--- src/rtl/dictrl_if.sv ---
// dictrl_if
// Bundles the keypad event inputs and the datapath-facing control outputs
// of the dictrl keypad controller.
//
// Signals:
//   key_strb          one-cycle key event strobe (keypad -> controller)
//   key_code[4:0]     key identity, meaningful only with key_strb
//   alarm_triggered   alarm-match status from the datapath
//   ldMtens..ldSones  one-cycle time-digit load strobes
//   aMtens..aSones    one-cycle alarm-digit load strobes
//   ld_num[3:0]       digit value accompanying any load strobe
//   dicRun            1 while the clock runs
//   alarm_ena         alarm armed
//   dicSelectLEDdisp  one-cycle pulse advancing the LED digit selector
//   state[3:0]        controller FSM state, for debug
//
// Modports: slave is the controller itself, master is its environment
// (keypad scanner plus datapath).
interface dictrl_if;
    logic       key_strb;
    logic [4:0] key_code;
    logic       alarm_triggered;
    logic       ldMtens;
    logic       ldMones;
    logic       ldStens;
    logic       ldSones;
    logic       aMtens;
    logic       aMones;
    logic       aStens;
    logic       aSones;
    logic [3:0] ld_num;
    logic       dicRun;
    logic       alarm_ena;
    logic       dicSelectLEDdisp;
    logic [3:0] state;

    modport slave (
        input  key_strb, key_code, alarm_triggered,
        output ldMtens, ldMones, ldStens, ldSones,
        output aMtens, aMones, aStens, aSones,
        output ld_num, dicRun, alarm_ena, dicSelectLEDdisp, state
    );

    modport master (
        output key_strb, key_code, alarm_triggered,
        input  ldMtens, ldMones, ldStens, ldSones,
        input  aMtens, aMones, aStens, aSones,
        input  ld_num, dicRun, alarm_ena, dicSelectLEDdisp, state
    );
endinterface

--- src/rtl/dictrl.sv ---
// dictrl
// Keypad-driven control FSM in front of the clock datapath. Turns one-cycle
// key events into digit-load strobes (time and alarm), the shared ld_num bus,
// the run/stop control, alarm arming and the LED digit-select pulse. Digits
// are range-checked here so that illegal values never reach the counters.
// Every output is registered: a key in cycle n takes effect in cycle n+1.
//
// Parameters:
//   TENS_MAX  largest legal tens digit (minutes or seconds)
//   ONES_MAX  largest legal ones digit
//
// Ports:
//   clk  system clock
//   rst  synchronous active-high reset
//   bus  dictrl_if.slave: key inputs, alarm status and all control outputs
module dictrl #(
    parameter int unsigned TENS_MAX = 5,
    parameter int unsigned ONES_MAX = 9
) (
    input  logic     clk,
    input  logic     rst,
    dictrl_if.slave  bus
);

    // Entry states are contiguous so that (state - 1) directly indexes the
    // eight load strobes in the order ldMtens..ldSones, aMtens..aSones.
    localparam logic [3:0] IDLE = 4'd0;
    localparam logic [3:0] T_MT = 4'd1;
    localparam logic [3:0] T_MO = 4'd2;
    localparam logic [3:0] T_ST = 4'd3;
    localparam logic [3:0] T_SO = 4'd4;
    localparam logic [3:0] A_MT = 4'd5;
    localparam logic [3:0] A_MO = 4'd6;
    localparam logic [3:0] A_ST = 4'd7;
    localparam logic [3:0] A_SO = 4'd8;

    localparam logic [4:0] KEY_LDT = 5'd16;
    localparam logic [4:0] KEY_LDA = 5'd17;
    localparam logic [4:0] KEY_NXT = 5'd18;
    localparam logic [4:0] KEY_RUN = 5'd19;
    localparam logic [4:0] KEY_AEN = 5'd20;
    localparam logic [4:0] KEY_ESC = 5'd21;

    localparam logic [3:0] TENS_LIM = 4'(TENS_MAX);
    localparam logic [3:0] ONES_LIM = 4'(ONES_MAX);

    logic [3:0] state_q, state_d;
    logic       run_q, run_d;
    logic       aen_q, aen_d;
    logic [3:0] num_q, num_d;
    logic [7:0] stb_q, stb_d;
    logic       sel_q, sel_d;

    logic       inTime;
    logic       inAlarm;
    logic       isTens;
    logic       isDigit;
    logic       digitLegal;
    logic [3:0] digitMax;
    logic [2:0] stbIdx;

    // Position decode for the current entry state and digit legality check.
    always_comb begin
        inTime     = (state_q >= T_MT) && (state_q <= T_SO);
        inAlarm    = (state_q >= A_MT) && (state_q <= A_SO);
        isTens     = (state_q == T_MT) || (state_q == T_ST) ||
                     (state_q == A_MT) || (state_q == A_ST);
        digitMax   = isTens ? TENS_LIM : ONES_LIM;
        isDigit    = (bus.key_code <= 5'd9);
        digitLegal = isDigit && (bus.key_code[3:0] <= digitMax);
        stbIdx     = 3'(state_q - 4'd1);
    end

    // Next-state and next-output computation. Strobes and the LED pulse
    // default low so they last exactly one cycle; ld_num holds otherwise.
    // A key arriving while the alarm is ringing only acknowledges it.
    always_comb begin
        state_d = state_q;
        run_d   = run_q;
        aen_d   = aen_q;
        num_d   = num_q;
        stb_d   = '0;
        sel_d   = 1'b0;

        if (bus.key_strb) begin
            if (bus.alarm_triggered) begin
                aen_d   = 1'b0;
                state_d = IDLE;
                if (inTime) begin
                    run_d = 1'b1;
                end
            end else if (state_q == IDLE) begin
                case (bus.key_code)
                    KEY_LDT: begin
                        state_d = T_MT;
                        run_d   = 1'b0;
                    end
                    KEY_LDA: begin
                        state_d = A_MT;
                        aen_d   = 1'b0;
                    end
                    KEY_NXT: sel_d = 1'b1;
                    KEY_RUN: run_d = ~run_q;
                    KEY_AEN: aen_d = ~aen_q;
                    default: ;
                endcase
            end else if (inTime || inAlarm) begin
                if (digitLegal) begin
                    stb_d[stbIdx] = 1'b1;
                    num_d         = bus.key_code[3:0];
                    if (state_q == T_SO) begin
                        state_d = IDLE;
                        run_d   = 1'b1;
                    end else if (state_q == A_SO) begin
                        state_d = IDLE;
                        aen_d   = 1'b1;
                    end else begin
                        state_d = state_q + 4'd1;
                    end
                end else if (bus.key_code == KEY_ESC) begin
                    state_d = IDLE;
                    if (inTime) begin
                        run_d = 1'b1;
                    end
                end
            end else begin
                // Unreachable encodings recover to IDLE.
                state_d = IDLE;
            end
        end
    end

    // State and output registers; reset dominates any coincident key.
    always_ff @(posedge clk) begin
        if (rst) begin
            state_q <= IDLE;
            run_q   <= 1'b1;
            aen_q   <= 1'b0;
            num_q   <= 4'd0;
            stb_q   <= 8'd0;
            sel_q   <= 1'b0;
        end else begin
            state_q <= state_d;
            run_q   <= run_d;
            aen_q   <= aen_d;
            num_q   <= num_d;
            stb_q   <= stb_d;
            sel_q   <= sel_d;
        end
    end

    assign bus.ldMtens          = stb_q[0];
    assign bus.ldMones          = stb_q[1];
    assign bus.ldStens          = stb_q[2];
    assign bus.ldSones          = stb_q[3];
    assign bus.aMtens           = stb_q[4];
    assign bus.aMones           = stb_q[5];
    assign bus.aStens           = stb_q[6];
    assign bus.aSones           = stb_q[7];
    assign bus.ld_num           = num_q;
    assign bus.dicRun           = run_q;
    assign bus.alarm_ena        = aen_q;
    assign bus.dicSelectLEDdisp = sel_q;
    assign bus.state            = state_q;

endmodule

--- src/flat_wrapper.sv ---
// flat-port wrapper written by rule: the top's interface ports become plain ports
module dictrl_flat 
#(
    parameter int unsigned TENS_MAX = 5,
    parameter int unsigned ONES_MAX = 9
)
  (clk, rst, bus_key_strb, bus_key_code, bus_alarm_triggered, bus_ldMtens, bus_ldMones, bus_ldStens, bus_ldSones, bus_aMtens, bus_aMones, bus_aStens, bus_aSones, bus_ld_num, bus_dicRun, bus_alarm_ena, bus_dicSelectLEDdisp, bus_state);
  dictrl_if bus_i ();
  input  logic clk;
  input  logic rst;
  input wire logic [$bits(bus_i.key_strb)-1:0] bus_key_strb;
  input wire logic [$bits(bus_i.key_code)-1:0] bus_key_code;
  input wire logic [$bits(bus_i.alarm_triggered)-1:0] bus_alarm_triggered;
  output wire logic [$bits(bus_i.ldMtens)-1:0] bus_ldMtens;
  output wire logic [$bits(bus_i.ldMones)-1:0] bus_ldMones;
  output wire logic [$bits(bus_i.ldStens)-1:0] bus_ldStens;
  output wire logic [$bits(bus_i.ldSones)-1:0] bus_ldSones;
  output wire logic [$bits(bus_i.aMtens)-1:0] bus_aMtens;
  output wire logic [$bits(bus_i.aMones)-1:0] bus_aMones;
  output wire logic [$bits(bus_i.aStens)-1:0] bus_aStens;
  output wire logic [$bits(bus_i.aSones)-1:0] bus_aSones;
  output wire logic [$bits(bus_i.ld_num)-1:0] bus_ld_num;
  output wire logic [$bits(bus_i.dicRun)-1:0] bus_dicRun;
  output wire logic [$bits(bus_i.alarm_ena)-1:0] bus_alarm_ena;
  output wire logic [$bits(bus_i.dicSelectLEDdisp)-1:0] bus_dicSelectLEDdisp;
  output wire logic [$bits(bus_i.state)-1:0] bus_state;
  assign bus_i.key_strb = bus_key_strb;
  assign bus_i.key_code = bus_key_code;
  assign bus_i.alarm_triggered = bus_alarm_triggered;
  assign bus_ldMtens = bus_i.ldMtens;
  assign bus_ldMones = bus_i.ldMones;
  assign bus_ldStens = bus_i.ldStens;
  assign bus_ldSones = bus_i.ldSones;
  assign bus_aMtens = bus_i.aMtens;
  assign bus_aMones = bus_i.aMones;
  assign bus_aStens = bus_i.aStens;
  assign bus_aSones = bus_i.aSones;
  assign bus_ld_num = bus_i.ld_num;
  assign bus_dicRun = bus_i.dicRun;
  assign bus_alarm_ena = bus_i.alarm_ena;
  assign bus_dicSelectLEDdisp = bus_i.dicSelectLEDdisp;
  assign bus_state = bus_i.state;
  dictrl #(.TENS_MAX(TENS_MAX), .ONES_MAX(ONES_MAX)) u_core (.clk(clk), .rst(rst), .bus(bus_i));
endmodule
--- config.mk ---
export PLATFORM = sky130hd
export DESIGN_NAME = dictrl_flat
export DESIGN_NICKNAME = d
export VERILOG_FILES = /design/src/rtl/dictrl_if.sv /design/src/rtl/dictrl.sv /design/src/flat_wrapper.sv
export SDC_FILE = /design/constraint.sdc
export NUM_CORES = 1
export LEC_CHECK = 0
export CORE_AREA = 3 3 54 61
export DETAILED_ROUTE_END_ITERATION = 10
export DIE_AREA = 0 0 57 64
export HOLD_SLACK_MARGIN = 0.15
export PLACE_DENSITY = 0.74
export SYNTH_ARGS = -nofsm -noshare
export SYNTH_HDL_FRONTEND = slang
export SYNTH_SLANG_ARGS = --single-unit
--- constraint.sdc ---
create_clock -name clk -period 1.99 [get_ports clk]
set_input_delay 0.2985 -clock clk [delete_from_list [all_inputs] [get_ports clk]]
set_output_delay 0.2985 -clock clk [all_outputs]
set_load 0.02 [all_outputs]
==> flow_metrics.tcl <==
set metrics [dict create \
    p_leak_nw 0.716 \
    gr-total-overflow 0 \
    gr-usage-all-layers 0.183 \
    crit_required_ns 2.21 \
    mostFrequentLayoutCells "30 x buf_4, 27 x clkdlybuf4s50_1, 17 x nor2_1, 17 x dfxtp_1, 7 x nand2_1" \
    n_fill_cell 243 \
    drt-total-wl_um 3210 \
    synth_compound_area_frac 0.179 \
    critPathLaunch "u_core.bus.state[0]" \
    fin_nets 206 \
    wl_per_cell_um 14.4 \
    regToRegStartpoint "u_core.bus.state[0]" \
    hold_class "reg2reg" \
    die_h_um 64 \
    p_clk_frac 0.236 \
    cts_tree "built" \
    seq_power_share 0.472 \
    synth_top_family_by_area "simple AND/OR/NAND/NOR gates" \
    reg2reg_to "u_core.bus.state[1]" \
    p_int_mw 0.577 \
    io_buffers 27 \
    ys_seq_area_frac 0.318 \
    avgSynthCellArea_um2 9.05 \
    setup_viol 8 \
    slew_violations 0 \
    cp-endpoint "u_core.bus.state[1]" \
    ys_seq_elements 19 \
    place_hpwl_um 2560 \
    swShare 0.297 \
    row_count 20 \
    dr.pass1.iters 6 \
    max_freq_mhz 476 \
    yosys-mux-area-fraction 0.0503 \
    final_area_mm2 0.00183 \
    drv_cap 0 \
    switching_power_mw 0.244 \
    relSlewSlack 0.708 \
    synth_fp_nets 147 \
    hold_violations 0 \
    finalWorstSetupSlack_ns -0.111 \
    place_area_mm2 0.00175 \
    status "complete, but fails checks" \
    vias 1245 \
    reg2regPathDepth 9 \
    io_pins 28 \
    cts_buffers 3 \
    crit_path_start_kind "register" \
    arrival_ns 2.32 \
    skew_ns 0.0128 \
    yosysUniqueCellTypes 50 \
    power_density_mw_per_mm2 448 \
    period_minus_slack_ns 2.10 \
    drc 0 \
    worst_setup_path_end_kind "register" \
    drt-vias-per-instance 5.58 \
    synth_xor_area_frac 0.0366 \
    period_share 1.06 \
    antennaDiodeCount 0 \
    drive_above_1_share 0.332 \
    synthCells 132 \
    power.total_mw 0.821 \
    ant_nets 0 \
    synth-simple-area-share 0.302 \
    grt_pass1_vias 1269 \
    htree_num_levels 1 \
    crit_fanout 4 \
    start_util 0.434 \
    core_area_mm2 0.00275 \
    grt_max_degree 12 \
    post-place-ws_ns -0.346 \
    syn_area_mm2 0.00119 \
    clockRootBuffer "clkbuf_4" \
    grt_pass1_wl_um 5440 \
    clk_pin_slew_ns 0.12 \
    grt_setup_unrepaired "yes" \
    dieArea_mm2 0.00365 \
    gp_congestion 0.958 \
    drtIter0Drc 32 \
    die_w_um 57 \
    syn_to_final_growth_pct 53.4 \
    cts_buffer_depth 2 \
    synthAdderAreaFrac 0.0628 \
    r2r_slack_ns -0.11 \
    yosys_warnings 0 \
    clk_latency_ns 0.30 \
    violations "setup timing" \
    worst_pin_slew_ns 0.438 \
    combPwrFrac 0.291 \
    clock_sinks 19 \
    crit_type "reg2reg" \
    antenna_found_initial 0 \
    final_common_cell "buf_4" \
    vdd_drop_max_v 0.000277 \
]
## through the flow
| step | std cells | TNS [ns] | utilization | hold WS (ns) |
|---|---|---|---|---|
| 3_5_place_dp | 218 | -2.15 | 0.635 | 0.489 |
| 3_3_place_gp | 218 | -1.88 | 0.635 | 0.480 |
| 5_1_grt | 223 | -0.809 | 0.666 | 0.558 |
| 4_1_cts | 222 | -0.0824 | 0.648 | 0.524 |
| 2_1_floorplan | 132 | -0.0924 | - | 0.442 |
| 6_report | 223 | -0.314 | 0.666 | 0.514 |
## worst min path at each step
stage / startpoint / endpoint / slack, ns / cells after the start
after floorplan: bus_key_code[1] / u_core.bus.ld_num[1] / 0.44 / 2
after global placement: u_core.bus.ld_num[0] / u_core.bus.ld_num[0] / 0.48 / 2
after detailed placement: u_core.bus.ld_num[1] / u_core.bus.ld_num[1] / 0.49 / 2
after CTS: u_core.bus.ld_num[1] / u_core.bus.ld_num[1] / 0.52 / 2
after global routing: u_core.bus.ld_num[3] / u_core.bus.ld_num[3] / 0.56 / 2
final: u_core.bus.ld_num[3] / u_core.bus.ld_num[3] / 0.51 / 2
## kinds of logic after synthesis
group                      count (synthesis)
and+or+nand+nor                           59
AOI/OAI and AO/OA                         25
DFF                                       19
buffers and inverters                     12
muxes                                      6
adders and majority gates                  6
xor gates and xnor gates                   5
## cells in the mapped netlist, drive strengths merged
library cell  number  area share
or2                1      0.0052
a2111oi            1      0.0073
nor2b              2       0.019
xnor2              3       0.022
ha                 6       0.063
buf                3       0.023
o22ai              2       0.016
a211oi             1       0.010
inv                8       0.025
a311o              1      0.0084
and4b              1       0.012
dfxtp             19        0.32
or3                1      0.0063
and2b              1      0.0063
a211o              2       0.015
nor4b              1      0.0073
o211ai             2       0.017
xor2               2       0.015
or4                1      0.0063
o21ai              5       0.024
a221oi             1       0.013
nand2b             4       0.027
and2               1      0.0052
a21o               1      0.0063
o2111ai            1      0.0073
o22a               1       0.015
nand4b             1      0.0073
nand3              6       0.025
nor2              18       0.057
nand4              4       0.034
o31ai              1      0.0063
a31oi              3       0.016
nor3b              3       0.027
or4b               1      0.0084
o311ai             1      0.0073
nor4               2       0.010
a21oi              2       0.012
mux2i              6       0.050
nor3               4       0.017
nand2              7       0.022
clkbuf             1      0.0031
## metal layers
metal	wire length [µm]	GRT usage	vias up
li1	-	-	594
met1	1270	0.211	574
met2	1570	0.334	55
met3	203	0.0323	22
met4	168	0.0580	0
met5	0	0	-
## power by group through the flow
stage	logic, mW	clock network, mW	registers [mW]
4_1_cts	0.226	0.200	0.388
3_3_place_gp	0.215	0	0.396
2_1_floorplan	0.118	0	0.402
5_1_grt	0.258	0.220	0.388
6_report	0.239	0.194	0.388
3_5_place_dp	0.221	0	0.396
## critical path, cell delays in order, from the launching register on
cell	delay (ns)
dfxtp_4	0.38
inv_4	0.04
nor2_4	0.14
inv_2	0.06
ha_4	0.27
and4b_4	0.26
o22a_4	0.19
nand4_4	0.08
or4b_4	0.55
o31ai_4	0.07
## final cells by class
class | count | area, µm² | area share
multi-input cells | 101 | 837 | 0.457
repair buffers | 58 | 507 | 0.276
flip-flops and latches | 19 | 388 | 0.212
well taps | 33 | 41.3 | 0.0225
inverters | 8 | 32.5 | 0.0177
clock buffers | 3 | 22.5 | 0.0123
clock inverters | 1 | 5.00 | 0.00273
## sequential cells by signal, summed over array words and instances (netlist names)
signal	cells
u_core.bus.dicSelectLEDdisp	1
u_core.bus.dicRun	1
u_core.bus.ld_num	4
u_core.bus.alarm_ena	1
u_core.bus.state	4
u_core.stb_q	8
## repair_timing
item	CTS	global route
pin swaps	4	8
resized for setup	1	9
setup endpoints to repair	4	9
hold buffers	0	0
setup buffers	0	1
Note: power is estimated with default switching activity, not from simulation.
